File: config.mk
export PLATFORM = sky130hd
export DESIGN_NAME = activation_unit
export DESIGN_NICKNAME = d
export VERILOG_FILES = /design/src/rtl/activation_unit.sv
export SDC_FILE = /design/constraint.sdc
export NUM_CORES = 1
export LEC_CHECK = 0
export CAP_MARGIN = 20
export CORE_UTILIZATION = 23
export DETAILED_ROUTE_END_ITERATION = 16
export GPL_TIMING_DRIVEN = 0
export SLEW_MARGIN = 30
export SYNTH_ARGS = -nofsm -noshare
export SYNTH_HDL_FRONTEND = slang
export SYNTH_SLANG_ARGS = --single-unit
File: constraint.sdc
create_clock -name clk -period 4.2 [get_ports clk]
set_input_delay 0.84 -clock clk [delete_from_list [all_inputs] [get_ports clk]]
set_output_delay 0.84 -clock clk [all_outputs]
set_load 0.1 [all_outputs]
File: src/rtl/activation_unit.sv
// Two-stage valid/ready activation pipeline (step, ReLU, clipped ReLU, leaky ReLU)
// over CH signed fixed-point channels, with a saturating count of positive outputs.
module activation_unit #(
    parameter int W    = 10,
    parameter int FRAC = 4,
    parameter int CH   = 4,
    parameter int CLIP = 96
) (
    input  logic            clk,
    input  logic            rst,
    input  logic            in_valid,
    output logic            in_ready,
    input  logic [CH*W-1:0] in_data,
    input  logic [1:0]      mode,
    output logic            out_valid,
    input  logic            out_ready,
    output logic [CH*W-1:0] out_data,
    output logic [CH-1:0]   out_pos,
    input  logic            cnt_clr,
    output logic [15:0]     pos_count
);

    typedef enum logic [1:0] {
        MODE_STEP  = 2'b00,
        MODE_RELU  = 2'b01,
        MODE_CLIP  = 2'b10,
        MODE_LEAKY = 2'b11
    } mode_e;

    localparam logic signed [W-1:0] ONE_V  = W'(1 << FRAC);
    localparam logic signed [W-1:0] CLIP_V = W'(CLIP);

    logic            v1_q;
    logic [CH*W-1:0] s1Data_q;
    mode_e           s1Mode_q;
    logic            outValid_q;
    logic [CH*W-1:0] outData_q;
    logic [CH-1:0]   outPos_q;
    logic [15:0]     posCount_q;

    logic [CH*W-1:0] outData_d;
    logic [CH-1:0]   outPos_d;
    logic [15:0]     posCount_d;
    logic            adv1;
    logic            adv2;

    // Each stage moves when the stage after it is empty or draining this cycle.
    assign adv2      = !outValid_q || out_ready;
    assign adv1      = !v1_q || adv2;
    assign in_ready  = adv1;
    assign out_valid = outValid_q;
    assign out_data  = outData_q;
    assign out_pos   = outPos_q;
    assign pos_count = posCount_q;

    always_comb begin
        logic signed [W-1:0] chIn;
        logic signed [W-1:0] chOut;
        logic                chPos;
        outData_d = '0;
        outPos_d  = '0;
        chIn      = '0;
        chOut     = '0;
        chPos     = 1'b0;
        for (int k = 0; k < CH; k++) begin
            chIn  = s1Data_q[k*W +: W];
            chPos = !chIn[W-1] && (chIn != '0);
            chOut = '0;
            case (s1Mode_q)
                MODE_STEP:  chOut = chPos ? ONE_V : '0;
                MODE_RELU:  chOut = chPos ? chIn : '0;
                MODE_CLIP:  chOut = chPos ? ((chIn > CLIP_V) ? CLIP_V : chIn) : '0;
                MODE_LEAKY: chOut = chIn[W-1] ? (chIn >>> 3) : chIn;
                default:    chOut = '0;
            endcase
            outData_d[k*W +: W] = chOut;
            outPos_d[k]         = chPos;
        end
    end

    // Counter update saturates rather than wrapping.
    always_comb begin
        logic [15:0] posSum;
        logic [16:0] sumWide;
        posSum = '0;
        for (int k = 0; k < CH; k++) begin
            posSum = posSum + 16'(outPos_q[k]);
        end
        sumWide    = {1'b0, posCount_q} + {1'b0, posSum};
        posCount_d = sumWide[16] ? 16'hFFFF : sumWide[15:0];
    end

    always_ff @(posedge clk) begin
        if (rst) begin
            v1_q       <= 1'b0;
            outValid_q <= 1'b0;
            outData_q  <= '0;
            outPos_q   <= '0;
            posCount_q <= '0;
        end else begin
            if (adv1) begin
                v1_q <= in_valid;
                if (in_valid) begin
                    s1Data_q <= in_data;
                    s1Mode_q <= mode_e'(mode);
                end
            end
            if (adv2) begin
                outValid_q <= v1_q;
                if (v1_q) begin
                    outData_q <= outData_d;
                    outPos_q  <= outPos_d;
                end
            end
            if (cnt_clr) begin
                posCount_q <= '0;
            end else if (outValid_q && out_ready) begin
                posCount_q <= posCount_d;
            end
        end
    end

endmodule

==> impl_metrics.json <==
{
  "status": "completed",
  "die_y_um": 142,
  "hold_violations": 0,
  "skew_ns": 0.0108,
  "synth_warnings": 0,
  "gr-usage-all-layers": 0.134,
  "yosys.area_share.adder": 0.0161,
  "synth_fp_nets": 510,
  "fillerInstances": 1983,
  "synth_compound_area_frac": 0.170,
  "grt_max_degree": 30,
  "wirelength_mm": 13.1,
  "switching_share": 0.275,
  "final_common_cell": "clkdlybuf4s50_1",
  "power_leakage_nw": 2.13,
  "critical_path_required_ns": 3.36,
  "cts_buffers": 9,
  "initial_core_util": 0.238,
  "yosys.area_share.simple": 0.190,
  "min_path_type": "register to register",
  "cts_resized": 0,
  "vias_per_cell": 4.60,
  "layout_common_cells": "clkdlybuf4s50_1 (103), dfxtp_1 (62), nor2_1 (52), edfxtp_1 (42), a21oi_1 (40)",
  "ant_nets": 0,
  "dr.pass1.iters": 4,
  "crit_fanout": 8,
  "core_area_um2": 19000,
  "crit_arrival_ns": 2.90,
  "highest_layer": "met4",
  "gp_congestion": 0.875,
  "synth_xor_xnor_area_share": 0.0155,
  "synth-edff-count": 42,
  "ys_seq_elements": 104,
  "period_share": 0.892,
  "antenna_found_initial": 0,
  "crit_type": "primary input to primary output",
  "final_max_slew_viol_count": 0,
  "start_kind": "primary input",
  "portBuffers": 108,
  "finalCoreUtilization": 0.326,
  "synthArstFlopShare": 0,
  "multiInputGateArea_um2": 1860,
  "cts_tree": "built",
  "cp-end-kind": "primary output",
  "synth_mux_area_frac": 0.0183,
  "route.met2.wl_mm": 5.71,
  "worstMarginPinSlew_ns": 1.05,
  "diodes": 0,
  "io_pins": 109,
  "p_int_mw": 1.59,
  "rows": 50,
  "chipWidth_um": 142,
  "pre_cts_ws_ns": 0.474,
  "seq_power_share": 0.509,
  "clock_path_buffers": 2,
  "initialDrtViolationCount": 209,
  "wl_met3_um": 960,
  "cts-root-buf": "clkbuf_16",
  "powerDensity_nw_per_um2": 355,
  "syn_area_um2": 4520,
  "fin_crit_ns": 3.74,
  "post-dp-hpwl_mm": 9.78,
  "dr_total_vias": 3884,
  "syn_area_per_cell_um2": 9.85,
  "synth_top_family_by_area": "simple AND/OR/NAND/NOR gates",
  "htreeDepth": 3,
  "drv_cap": 0,
  "tns_ns": 0,
  "clk_latency_ns": 0.35,
  "grt.overflow.total": 0,
  "p_sw_mw": 0.603,
  "cts_sinks": 104,
  "fmax_mhz": 267,
  "grt_setup_unrepaired": "false",
  "wl_per_cell_um": 15.5,
  "hold_buffers": 0,
  "area_growth_pct": 36.8,
  "post-route-drc-count": 0,
  "peakVddDrop_mv": 0.218,
  "wl_met1_mm": 6.17,
  "worst_slack_ns": 0.455,
  "final_nets": 630,
  "grt_pass1_wl_mm": 20.4,
  "dieArea_um2": 20200,
  "relSlewSlack": 0.299,
  "synth-seq-area-share": 0.554,
  "drive_above_1_share": 0.0428,
  "setup_viol": 0,
  "synth_cell_types": 57,
  "synth_ff_type": "dfxtp_1",
  "syn-instance-count": 459,
  "clkTransAtPathRegs_ns": 0.07,
  "seq_area_um2": 2500,
  "pwr-share-clk": 0.350,
  "post_cts_buffers": 0,
  "grt_pass1_vias": 3705,
  "comb_power_share": 0.141
}
-- per-layer routing --
layer / vias to the layer above / global-route usage
li1: 1913 / -
met1: 1824 / 0.180
met2: 130 / 0.205
met3: 17 / 0.0370
met4: 0 / 0.0441
met5: - / 0
-- synth_stat cells, types with 2 or more instances --
library cell / instances / area share
a211oi_1: 8 / 0.013
a21o_1: 5 / 0.0083
a21oi_1: 40 / 0.044
a221o_1: 6 / 0.013
a22o_1: 4 / 0.0078
a22oi_1: 5 / 0.0083
a311oi_1: 2 / 0.0039
a31o_1: 2 / 0.0039
a32o_1: 2 / 0.0044
and2_1: 3 / 0.0042
and3_1: 10 / 0.014
and4_1: 3 / 0.0058
clkbuf_1: 25 / 0.021
dfxtp_1: 62 / 0.27
edfxtp_1: 42 / 0.28
fa_1: 3 / 0.013
inv_1: 17 / 0.014
mux2_2: 2 / 0.0050
mux2i_1: 6 / 0.013
nand2_1: 38 / 0.032
nand2b_1: 3 / 0.0042
nand3_1: 12 / 0.013
nand4_1: 5 / 0.0069
nor2_1: 52 / 0.043
nor2b_1: 7 / 0.0097
nor3_1: 19 / 0.021
nor3b_1: 2 / 0.0033
nor4_1: 4 / 0.0055
nor4b_1: 2 / 0.0039
o21ai_0: 14 / 0.016
o21ai_1: 15 / 0.017
o21bai_1: 4 / 0.0066
o221ai_1: 3 / 0.0058
o31ai_1: 2 / 0.0033
or2_1: 2 / 0.0028
xnor2_1: 6 / 0.012
xor2_1: 2 / 0.0039
-- stage by stage --
stage	hold slack, ns	power, mW	area [um^2]	instances
after global routing	0.468	2.29	6180	844
after global placement	0.438	1.45	5930	827
after floorplan	0.476	1.33	4520	459
after detailed placement	0.440	1.45	5940	828
final	0.443	2.19	6180	844
after CTS	0.449	2.23	6200	844
-- worst paths after layout --
path | cells after the start | end | from | slack [ns]
min reg2reg | 2 | out_data[27] | out_data[27] | 0.44
min | 2 | out_data[27] | out_data[27] | 0.44
max reg2reg | 10 | pos_count[10] | out_pos[0] | 1.34
max | 5 | in_ready | out_ready | 0.46
-- worst max-delay path: stages --
cell             delay, ns
clkdlybuf4s50_1       0.51
nor2b_1               0.06
clkbuf_1              0.19
nand2_1               0.13
clkdlybuf4s50_1       1.17
-- sequential cells by signal (all words and copies together), names as in the netlist --
signal	cells
out_data	40
out_pos	4
v1_q	1
pos_count	16
s1Data_q	40
s1Mode_q	2
out_valid	1
-- power groups by stage --
stage / registers (mW) / logic, mW / clock network [mW]
2_1_floorplan: 1.24 / 0.0899 / 0
3_3_place_gp: 1.14 / 0.307 / 0
3_5_place_dp: 1.14 / 0.311 / 0
4_1_cts: 1.12 / 0.312 / 0.802
5_1_grt: 1.12 / 0.329 / 0.836
6_report: 1.12 / 0.309 / 0.768
-- logic make-up (layout without fill, tap and decap cells) --
group | after synthesis | after routing
xor+xnor | 8 | 8
mux | 8 | 8
flops | 104 | 104
compound gates | 120 | 120
fa+ha+maj | 4 | 4
simple gates | 172 | 172
buf+inv | 43 | 168
-- cell type report --
class,count,share of cell area
flip-flops and latches,104,0.405
multi-input cells,312,0.300
repair buffers,109,0.174
well taps,260,0.0526
clock buffers,13,0.0389
plain buffers,26,0.0160
inverters,17,0.0103
clock inverters,3,0.00304
No activity file was read; power rests on OpenSTA's default activity.
